===== config.mk =====
export PLATFORM = sky130hd
export DESIGN_NAME = serial_adder
export DESIGN_NICKNAME = d
export VERILOG_FILES = /design/src/rtl/serial_adder.sv
export SDC_FILE = /design/constraint.sdc
export NUM_CORES = 1
export LEC_CHECK = 0
export ABC_AREA = 1
export ABC_CLOCK_PERIOD_IN_PS = 2100
export CORE_ASPECT_RATIO = 1.2
export CORE_MARGIN = 2
export CORE_UTILIZATION = 38
export DETAILED_ROUTE_END_ITERATION = 10
export HOLD_SLACK_MARGIN = 0.02
export REMOVE_ABC_BUFFERS = 1
export SYNTH_ARGS = -nofsm -noshare
export SYNTH_HDL_FRONTEND = slang
export SYNTH_SLANG_ARGS = --single-unit
export TNS_END_PERCENT = 1

===== constraint.sdc =====
create_clock -name clk -period 2.1 [get_ports clk]
set_clock_uncertainty 0.05 [all_clocks]
set_input_delay 0.21 -clock clk [delete_from_list [all_inputs] [get_ports clk]]
set_output_delay 0.21 -clock clk [all_outputs]
set_load 0.05 [all_outputs]

===== src/rtl/serial_adder.sv =====
// Bit-serial adder: {C_out, Sum} = A + B + C_in, one bit per clock, LSB first,
// built around a single full_adder cell with a registered carry between steps.

module full_adder (
  input  logic A,
  input  logic B,
  input  logic C_in,
  output logic Sum,
  output logic C_out
);

  assign Sum   = A ^ B ^ C_in;
  assign C_out = (A & B) | (C_in & (A ^ B));

endmodule

module serial_adder_chk (
  input  logic clk,
  input  logic rst,
  input  logic busy,
  input  logic done
);

  // done and busy are never high together
  assert property (@(posedge clk) disable iff (rst) done |-> !busy)
    else $error("serial_adder_chk: done asserted while busy");

  // done is a single-cycle pulse
  assert property (@(posedge clk) disable iff (rst) done |=> !done)
    else $error("serial_adder_chk: done held longer than one cycle");

endmodule

module serial_adder #(
  parameter int WIDTH = 8
) (
  input  logic             clk,
  input  logic             rst,
  input  logic             start,
  input  logic [WIDTH-1:0] A,
  input  logic [WIDTH-1:0] B,
  input  logic             C_in,
  output logic             busy,
  output logic             done,
  output logic [WIDTH-1:0] Sum,
  output logic             C_out
);

  localparam int CNT_W = $clog2(WIDTH) + 1;
  localparam logic [CNT_W-1:0] CNT_ZERO = CNT_W'(0);
  localparam logic [CNT_W-1:0] CNT_ONE  = CNT_W'(1);
  localparam logic [CNT_W-1:0] CNT_LAST = CNT_W'(WIDTH - 1);

  typedef enum logic [1:0] {
    IDLE = 2'd0,
    RUN  = 2'd1,
    DONE = 2'd2
  } state_t;

  state_t           state_r;
  state_t           state_s;
  logic             load_s;
  logic             step_s;
  logic             last_s;

  logic [WIDTH-1:0] a_sh_r;
  logic [WIDTH-1:0] b_sh_r;
  logic             carry_r;
  logic [CNT_W-1:0] cnt_r;
  logic [WIDTH-2:0] result_r;
  logic [WIDTH-1:0] sum_r;
  logic             c_out_r;
  logic             busy_r;
  logic             done_r;

  logic             fa_sum_s;
  logic             fa_cout_s;
  logic [WIDTH-1:0] res_next_s;

  full_adder u_fa (
    .A     (a_sh_r[0]),
    .B     (b_sh_r[0]),
    .C_in  (carry_r),
    .Sum   (fa_sum_s),
    .C_out (fa_cout_s)
  );

  // Newest sum bit enters at the MSB; after WIDTH steps bit 0 lands at position 0
  assign res_next_s = {fa_sum_s, result_r};

  // Next-state and step control
  always_comb begin
    state_s = state_r;
    load_s  = 1'b0;
    step_s  = 1'b0;
    last_s  = 1'b0;
    case (state_r)
      IDLE: begin
        if (start) begin
          load_s  = 1'b1;
          state_s = RUN;
        end else begin
          state_s = IDLE;
        end
      end
      RUN: begin
        step_s = 1'b1;
        if (cnt_r == CNT_LAST) begin
          last_s  = 1'b1;
          state_s = DONE;
        end else begin
          state_s = RUN;
        end
      end
      DONE: begin
        if (start) begin
          load_s  = 1'b1;
          state_s = RUN;
        end else begin
          state_s = IDLE;
        end
      end
      default: begin
        state_s = IDLE;
      end
    endcase
  end

  // State register and registered status flags
  always_ff @(posedge clk) begin
    if (rst) begin
      state_r <= IDLE;
      busy_r  <= 1'b0;
      done_r  <= 1'b0;
    end else begin
      state_r <= state_s;
      busy_r  <= (state_s == RUN);
      done_r  <= (state_s == DONE);
    end
  end

  // Operand shifters, carry, bit counter and partial result
  always_ff @(posedge clk) begin
    if (rst) begin
      a_sh_r   <= {WIDTH{1'b0}};
      b_sh_r   <= {WIDTH{1'b0}};
      carry_r  <= 1'b0;
      cnt_r    <= CNT_ZERO;
      result_r <= {(WIDTH-1){1'b0}};
    end else if (load_s) begin
      a_sh_r   <= A;
      b_sh_r   <= B;
      carry_r  <= C_in;
      cnt_r    <= CNT_ZERO;
    end else if (step_s) begin
      a_sh_r   <= {1'b0, a_sh_r[WIDTH-1:1]};
      b_sh_r   <= {1'b0, b_sh_r[WIDTH-1:1]};
      carry_r  <= fa_cout_s;
      cnt_r    <= cnt_r + CNT_ONE;
      result_r <= res_next_s[WIDTH-1:1];
    end
  end

  // Visible result only updates when the last bit is processed
  always_ff @(posedge clk) begin
    if (rst) begin
      sum_r   <= {WIDTH{1'b0}};
      c_out_r <= 1'b0;
    end else if (last_s) begin
      sum_r   <= res_next_s;
      c_out_r <= fa_cout_s;
    end
  end

  assign busy  = busy_r;
  assign done  = done_r;
  assign Sum   = sum_r;
  assign C_out = c_out_r;

  serial_adder_chk u_chk (
    .clk  (clk),
    .rst  (rst),
    .busy (busy),
    .done (done)
  );

endmodule


# Word-level counts from Yosys, hierarchy flattened
# Index checks and enable logic that the tools add are counted.
# Widths: inputs -> output; s select.
# totals
regBits	41
input_bits	20
output_inout_bits	11
elab_cells	41
# classes
add_sub_neg	1
n_eq_ne	5
mux	14
bitwise	6
reduce_logical	5
# op_table
operator	n
$mux 8	4
$mux 1	8
$add 4x1->4 const B	1
$eq 2x1->1 const B	2
$eq 2x2->1 const B	2
$eq 4x3->1 const B	1
$pmux 2 s2	1
$reduce_or 2->1	2
$and 1x1->1	2
$logic_not 2->1	1
$mux 2	1
$reduce_and 2->1	1
$reduce_bool 2->1	1
$xor 1x1->1	2
$not 1->1	1
$or 1x1->1	1

# Longest topological paths before layout
# Gate-level depths: netlist of the first run.
# logic_depth
depth_word	5
ltp_mapped	7
depth_no_buf	7

# Modules after synthesis
# From an unflattened synthesis of the first run, not the netlist that was laid out.
# unflattened
hier_cells	240
area_unflattened_um2	1805.5
# modules_own_cells
module	n_inst	cells_each	area_per_inst_um2	seq_area_each_um2
serial_adder	1	239	1785.5	820.8
full_adder	1	1	20.0	0.0

# Least setup slack after synthesis of the first run
# No wires, ideal clock.
# synth_path
path_type	register to register
start	register cnt_r[0]
end	register c_out_r (netlist: C_out)
setup_time_ns	0.114
arrival_time_ns	1.022
t_required_ns	1.936
setup_slack_ns	0.914
path_stages_with_launch	7
n_path_buf	0
synth_period_minus_slack_ns	1.186
cell_sequence	dfxtp_1 ha_1 nand2_1 nor2_1 nand2_1 nand3_1 nand2_1
# synth_between
elab_chain_cells	3
# synth_lines
element	line_no	rtl
start, declared	69	logic [CNT_W-1:0] cnt_r;
start signal, assigned	159	cnt_r <= cnt_r + CNT_ONE;
$eq 4x3->1	108	if (cnt_r == CNT_LAST) begin
$mux 1	108	
$mux 1	97	case (state_r)
end signal, assigned	171	c_out_r <= fa_cout_s;
end, declared	72	logic c_out_r;
# Every way passes these cells.
# A chain may end at the register's enable or synchronous reset.

# Final worst setup path of the first run
# layout_path
start	register sum_r[3] (netlist: Sum[3])
end	output Sum[3]
# layout_rtl
element	line_no	rtl
start, declared	71	logic [WIDTH-1:0] sum_r;
start signal, assigned	167	sum_r <= {WIDTH{1'b0}};
start signal, assigned	170	sum_r <= res_next_s;
end, declared	45	output logic [WIDTH-1:0] Sum,
# No word-level cell between the ends.

==> results of run 1 <==
worst paths after layout:
| kind | startpoint | slack, ns | cells past startpoint | endpoint |
|---|---|---|---|---|
| setup reg to reg | state_r[0]$_SDFF_PP0_ | 0.56 | 6 | cnt_r[3]$_SDFFE_PP0P_ |
| hold / removal | result_r[0]$_SDFFE_PP0P_ | 0.40 | 2 | result_r[0]$_SDFFE_PP0P_ |
| hold reg to reg | result_r[0]$_SDFFE_PP0P_ | 0.40 | 2 | result_r[0]$_SDFFE_PP0P_ |
| setup / recovery | Sum[3]$_SDFFE_PP0P_ | 0.41 | 1 | Sum[3] |
flip-flops by register name, summed over array words and instances, names as in the netlist:
register,count
C_out,1
Sum,8
a_sh_r,8
b_sh_r,8
busy,1
carry_r,1
cnt_r,4
done,1
result_r,7
state_r,2
worst register-to-register path, delay by kind of cell, from the launching register on:
family | cells | cell delay (ns)
flip-flops | 1 | 0.57
buffers and inverters | 2 | 0.23
AND/OR/NAND/NOR | 4 | 0.63
per-stage QoR:
step	hold WS (ns)	cells	util (%)	setup slack [ns]
after detailed placement	0.398	317	45.7	0.564
after CTS	0.408	324	47.6	0.391
after floorplan	0.229	224	-	0.499
final	0.403	324	47.6	0.411
after global placement	0.397	317	45.7	0.605
after global routing	0.431	324	47.6	0.346
cell type report:
class | instances | area, um2
Clock buffer | 7 | 86.3
Fill cell | 509 | 2410
Inverter | 24 | 92.6
Multi-Input combinational cell | 159 | 777
Sequential cell | 41 | 821
Tap cell | 58 | 72.6
Timing Repair Buffer | 35 | 338
layout by cell type, fill, tap and decap left out, types with 2 or more instances in the layout:
cell              n
a21oi_1          21
buf_4             5
clkbuf_8          6
clkdlybuf4s50_1  30
dfxtp_1          41
inv_1            21
inv_2             2
nand2_1          36
nand3_1          67
nor2_1           20
o21ai_0           7
metal layers:
layer  track usage [%]  vias up  part of all wire, %
met5                 0        -                    0
met4              5.51        0                  1.6
met3              4.37        6                  4.8
met2              24.6       35                   44
met1              18.9      671                   49
li1                  -      834                    -
power groups by stage:
stage	clock network [mW]	logic, mW	registers [mW]
floorplan	0	0.108	0.864
global placement	0	0.198	0.861
detailed placement	0	0.200	0.862
CTS	0.523	0.201	0.844
global route	0.561	0.228	0.849
finish	0.503	0.198	0.844
kinds of logic after synthesis:
logic type	count (synthesis)
adders and majority gates	2
AOI/OAI and AO/OA	29
buffers and inverters	40
and+or+nand+nor	127
DFF	41
xor gates and xnor gates	1
==> metrics.md, run 1 <==
| Metric | Value |
|---|---|
| Status | `complete, no violations` |
| Post-layout instance area | `2190 um2` |
| Port bufs | `30` |
| Yosys top cell area share | `45.6%` |
| P_leak | `0.938 nW` |
| Total global routing overflow | `0` |
| Mean Syn Cell Area | `7.51 um2` |
| Routability congestion estimate | `0.770` |
| CP endpoint kind | `output port` |
| Min-Delay Path Class | `reg2reg` |
| Wirelength per Cell | `10.9 um` |
| CTS tree | `done` |
| WP buf/inv | `1` |
| Total CTS buffers | `5` |
| Ant. Diodes | `0` |
| CP max stage delay | `0.80 ns` |
| Final antenna-violating net count | `0` |
| FFs w/ async S/R, synth | `0%` |
| Die height | `79.4 um` |
| Tot Pwr | `1.55 mW` |
| Post-synth top cells | `67 x nand3_1, 41 x dfxtp_1, 36 x nand2_1` |
| Leading area contributor after synthesis | `dfxtp_1` |
| Die width | `66.9 um` |
| Sw frac | `24.7%` |
| Maxcap violations | `0` |
| Startpoint types | `flip-flop` |
| RSZ-0062 raised after global routing | `no` |
| Worst relative slew slack | `67.0%` |
| Number of global-route vias before repair | `1390` |
| Worst-path clk slew | `0.07 ns` |
| Post-synthesis xor/xnor area fraction | `0.486%` |
| Post-route setup TNS | `0 ns` |
| Switching Power | `381 uW` |
| Hold Violations, Final | `0` |
| Clk pwr share | `32.6%` |
| Largest family of logic cells by synthesized area | `simple AND/OR/NAND/NOR gates` |
| Detailed Route Iter0 Violations | `66` |
| Setup violations, final | `0` |
| Initial core utilization | `39.2%` |
| Synth Area in Simple Gates | `32.6%` |
| Rows | `27` |
| Post-CTS Resized | `0` |
| Critical path required time | `1.84 ns` |
| Cell family with most CP delay | `buffers and inverters` |
| Area Growth Syn to Fin | `21.4%` |
| Clock root buffer | `clkbuf_8` |
| P_int | `1.16 mW` |
| Area after DPL | `2100 um2` |
| Netlist cell types | `22` |
| Synth Area in Adders | `1.81%` |
| Synth Area in Compound Gates | `8.19%` |
| H-tree depth | `2` |
| Critical path arrival | `1.43 ns` |
| First-pass GRT wire length | `6180 um` |
| Final-stage net count | `288` |
| Hold buffers post-CTS | `0` |
| Synth area leaders | `dfxtp_1 46%, nand3_1 19%, nand2_1 7.5%` |
| Ys flop type | `dfxtp_1` |
| Via/cell ratio | `4.77` |
| Pwr dens | `707 nW/um2` |
| FMAX | `0.592 GHz` |
| Yosys reg bits | `41` |
| Clk Latency, worst-skew pair | `0.28 ns` |
| Die ar. | `5310 um2` |
| CTS Buffer Depth | `2` |
| Sequential power share | `54.6%` |
| CORE AREA | `4590 um2` |
| Proportion of synthesized area in mux cells | `0%` |
| Post-DP HPWL | `2420 um` |
| Post-synth EDFFs | `0` |
| Max FO, Critical Path | `2` |
| Crit share post-route | `80.4%` |
| Actual slew at the worst max-slew pin | `0.493 ns` |
| Most common cell in the netlist | `nand3_1` |
| All-Layer GR Usage | `15.2%` |
| Synth warn | `0` |
| Minimum clock period | `1.69 ns` |
| Clk sinks | `41` |
| Top Ports | `31` |
| Syn Inst Count | `240` |
| DRT Pass-1 Iters | `4` |
| Final Max Tran Viols | `0` |
| Comb power frac | `12.8%` |
| Critical setup path kind | `reg2out` |
| DRC | `0` |
| DRT Wirelength | `3520 um` |
| Slowest library cell on the worst path | `clkdlybuf4s50_1` |
| Mapped cell area | `1800 um2` |
| Largest net degree at the start of global routing | `31` |
| Post-synthesis sequential area ratio | `45.6%` |
| Critical-path cell list | `clkdlybuf4s50_1` |
| Maximum VDD drop | `0.323 mV` |
| Layout cell share with drive strength beyond 1 | `6.39%` |
| Antenna violations before repair | `0` |
| Total number of vias | `1546` |
| Post-CTS setup buffer count | `0` |
Note: power is estimated with default switching activity, not from simulation.
==> run 2, diff against run 1 <==
--- a/config.mk
+++ b/config.mk
@@ -6,7 +6,7 @@
 export NUM_CORES = 1
 export LEC_CHECK = 0
 export ABC_AREA = 1
-export ABC_CLOCK_PERIOD_IN_PS = 2100
+export ABC_CLOCK_PERIOD_IN_PS = 1400
 export CORE_ASPECT_RATIO = 1.2
 export CORE_MARGIN = 2
 export CORE_UTILIZATION = 38
==> constraint.sdc (replaced) <==
create_clock -name clk -period 1.4 [get_ports clk]
set_clock_uncertainty 0.05 [all_clocks]
set_input_delay 0.14 -clock clk [delete_from_list [all_inputs] [get_ports clk]]
set_output_delay 0.14 -clock clk [all_outputs]
set_load 0.05 [all_outputs]
==> run 2 against run 1 <==
First-iteration DRC count up 7.6%. Wire length up 8.6%. Via count up 6.0%. Critical endpoint is now Sum[4]$_SDFFE_PP0P_.
==> metrics.md, run 2 (synthesis results as in run 1) <==
| Metric | Value |
|---|---|
| Status | `complete, no violations (unchanged)` |
| Max FO, Critical Path | `5 (was 2)` |
| Largest net degree at the start of global routing | `25 (was 31)` |
| Total CTS buffers | `5 (unchanged)` |
| DRT Wirelength | `3830 um (was 3520 um)` |
| Final-stage net count | `296 (was 288)` |
| Hold Crit Depth | `3 (was 2)` |
| Clk sinks | `41 (unchanged)` |
| Die ar. | `5310 um2 (unchanged)` |
| Ant. Diodes | `0 (unchanged)` |
| Area after DPL | `2280 um2 (was 2100 um2)` |
| Actual slew at the worst max-slew pin | `0.240 ns (was 0.493 ns)` |
| Startpoint types | `flip-flop (unchanged)` |
| CORE AREA | `4590 um2 (unchanged)` |
| FILL cells | `477 (was 509)` |
| Post-layout instance area | `2390 um2 (was 2190 um2)` |
| Critical setup path kind | `reg2reg (was reg2out)` |
| Die height | `79.4 um (unchanged)` |
| Most frequent cells in the layout | `67 x nand3_1, 41 x dfxtp_1, 35 x nand2_1 (was 67 x nand3_1, 41 x dfxtp_1, 36 x nand2_1)` |
| DRC | `0 (unchanged)` |
| Worst R2R Start | `cnt_r[0]$_SDFFE_PP0P_ (was state_r[0]$_SDFF_PP0_)` |
| Layout cell share with drive strength beyond 1 | `14.2% (was 6.39%)` |
| Clock root buffer | `clkbuf_8 (unchanged)` |
| PnR worst setup slack | `0.140 ns (was 0.411 ns)` |
| Worst hold slack | `0.363 ns (was 0.403 ns)` |
| All-Layer GR Usage | `16.3% (was 15.2%)` |
| Final Max Tran Viols | `0 (unchanged)` |
| Worst-path clk slew | `0.08 ns (was 0.07 ns)` |
| Setup violations, final | `0 (unchanged)` |
| Initial core utilization | `39.2% (unchanged)` |
| DRT Pass-1 Iters | `4 (unchanged)` |
| Wirelength per Cell | `11.5 um (was 10.9 um)` |
| Rows | `27 (unchanged)` |
| R2R depth | `6 (unchanged)` |
| Clk Latency, worst-skew pair | `0.29 ns (was 0.28 ns)` |
| CP max stage delay | `0.37 ns (was 0.80 ns)` |
| Min-Delay Path Class | `in2reg (was reg2reg)` |
| Top Ports | `31 (unchanged)` |
| P_leak | `1.04 nW (was 0.938 nW)` |
| Final antenna-violating net count | `0 (unchanged)` |
| Total global routing overflow | `0 (unchanged)` |
| Critical-path cell list | `ha_1, nand2_1, nor2_2, nand2_2, nand3_1, nand2_1 (was clkdlybuf4s50_1)` |
| Maxcap violations | `0 (unchanged)` |
| CP endpoint kind | `flip-flop (was output port)` |
| Maximum VDD drop | `0.636 mV (was 0.323 mV)` |
| CTS tree | `done (unchanged)` |
| Antenna violations before repair | `0 (unchanged)` |
| CTS Buffer Depth | `2 (unchanged)` |
| Non-Filler Instances | `332 (was 324)` |
| R2R setup slack | `0.14 ns (was 0.56 ns)` |
| Most used cell along the critical path | `nand2_1` |
| Detailed Route Iter0 Violations | `71 (was 66)` |
| Hold Violations, Final | `0 (unchanged)` |
| RSZ-0062 raised after global routing | `no (unchanged)` |
| DP Cell Count | `324 (was 317)` |
| FMAX | `0.794 GHz` |
| Via/cell ratio | `4.93 (was 4.77)` |
| Number of global-route vias before repair | `1544 (was 1390)` |
| Slowest library cell on the worst path | `dfxtp_1 (was clkdlybuf4s50_1)` |
| Area Growth Syn to Fin | `32.7% (was 21.4%)` |
| First-pass GRT wire length | `6670 um (was 6180 um)` |
| Critical path required time | `1.54 ns (was 1.84 ns)` |
| Worst relative slew slack | `84.0% (was 67.0%)` |
| Critical path arrival | `1.40 ns (was 1.43 ns)` |
| Port bufs | `30 (unchanged)` |
| Post-CTS setup buffer count | `0 (unchanged)` |
| Die width | `66.9 um (unchanged)` |
| Minimum clock period | `1.26 ns` |
| Routability congestion estimate | `0.785 (was 0.770)` |
| Post-DP HPWL | `2600 um (was 2420 um)` |
| Worst reg2reg path endpoint | `Sum[4]$_SDFFE_PP0P_ (was cnt_r[3]$_SDFFE_PP0P_)` |
| Most common cell after layout, fill and taps aside | `nand3_1 (unchanged)` |
| Finished Core Util | `52.0% (was 47.6%)` |
| Crit path to | `Sum[4]$_SDFFE_PP0P_ (was Sum[3])` |
| Total number of vias | `1638 (was 1546)` |
| Critical Path Start | `cnt_r[0]$_SDFFE_PP0P_ (was Sum[3]$_SDFFE_PP0P_)` |
| H-tree depth | `2 (unchanged)` |
| Pwr dens | `1050 nW/um2 (was 707 nW/um2)` |
| DP Worst Slack | `-0.0210 ns (was 0.564 ns)` |
| Crit share post-route | `90.0%` |
[run 2: changes by cell type in the layout (fill, tap and decap cells not counted), sizes merged]
| cell | change |
|---|---|
| clkdlybuf4s50 | -11 |
| buf | +18 |
| clkinv | +1 |
| nand2 | +1 |
| bufinv | +1 |
| clkbuf | -2 |
[run 2: metal layers]
metal	global-route usage [%]	vias up	routed length, um
met5	0	-	0
met4	5.51	0	57
met3	4.37	6	147
met2	27.0	31	1880
met1	20.1	747	1740
li1	-	854	-
[run 2: area by class of cell]
| class | instances | area (um2) | area share [%] |
|---|---|---|---|
| sequential | 41 | 821 | 34.3 |
| inverter | 24 | 92.6 | 3.87 |
| clock inverter | 2 | 35.0 | 1.47 |
| tap | 58 | 72.6 | 3.04 |
| clock buffer | 5 | 68.8 | 2.88 |
| multi-input combinational | 160 | 788 | 33.0 |
| timing repair buffer | 42 | 513 | 21.5 |
[run 2: stage by stage]
| stage | total power, mW | setup TNS [ns] |
|---|---|---|
| after floorplan | 1.46 | -2.00 |
| after global placement | 1.62 | 0 |
| after detailed placement | 1.63 | -0.0362 |
| after CTS | 2.54 | 0 |
| after global routing | 2.63 | 0 |
| final | 2.51 | 0 |
[run 2: critical path: cells and delay by family (launching register included)]
kind,cells,cell delay [ns]
flops,1,0.37
simple gates,5,0.53
fa+ha+maj,1,0.21
[run 2: worst min-delay path by stage]
stage / from / endpoint / slack (ns)
6_report: B[7] / b_sh_r[7]$_SDFFE_PP0P_ / 0.36
5_1_grt: B[7] / b_sh_r[7]$_SDFFE_PP0P_ / 0.38
4_1_cts: A[7] / a_sh_r[7]$_SDFFE_PP0P_ / 0.36
3_5_place_dp: result_r[0]$_SDFFE_PP0P_ / result_r[0]$_SDFFE_PP0P_ / 0.40
3_3_place_gp: result_r[0]$_SDFFE_PP0P_ / result_r[0]$_SDFFE_PP0P_ / 0.41
2_1_floorplan: rst / a_sh_r[0]$_SDFFE_PP0P_ / 0.16
[run 2: power breakdown]
group / switching [mW] / leakage [nW] / internal (mW)
logic: 0.180 / 0.650 / 0.156
registers: 0.0389 / 0.335 / 1.22
clock network: 0.394 / 0.0540 / 0.518
total: 0.614 / 1.04 / 1.90
[run 2: what timing repair did]
action                                  in CTS  in global routing
pin swaps                                    0                  1
endpoints found under the setup margin       8                  8
gates resized for setup                      1                  2
hold buffers                                 0                  0
gates cloned                                 0                  1
==> run 3, diff against run 2 <==
--- a/config.mk
+++ b/config.mk
@@ -16,4 +16,4 @@
 export SYNTH_ARGS = -nofsm -noshare
 export SYNTH_HDL_FRONTEND = slang
 export SYNTH_SLANG_ARGS = --single-unit
-export TNS_END_PERCENT = 1
+export TNS_END_PERCENT = 50
==> results of run 3 <==
The final DEF is identical to that of run 2; final timing and power are the same.
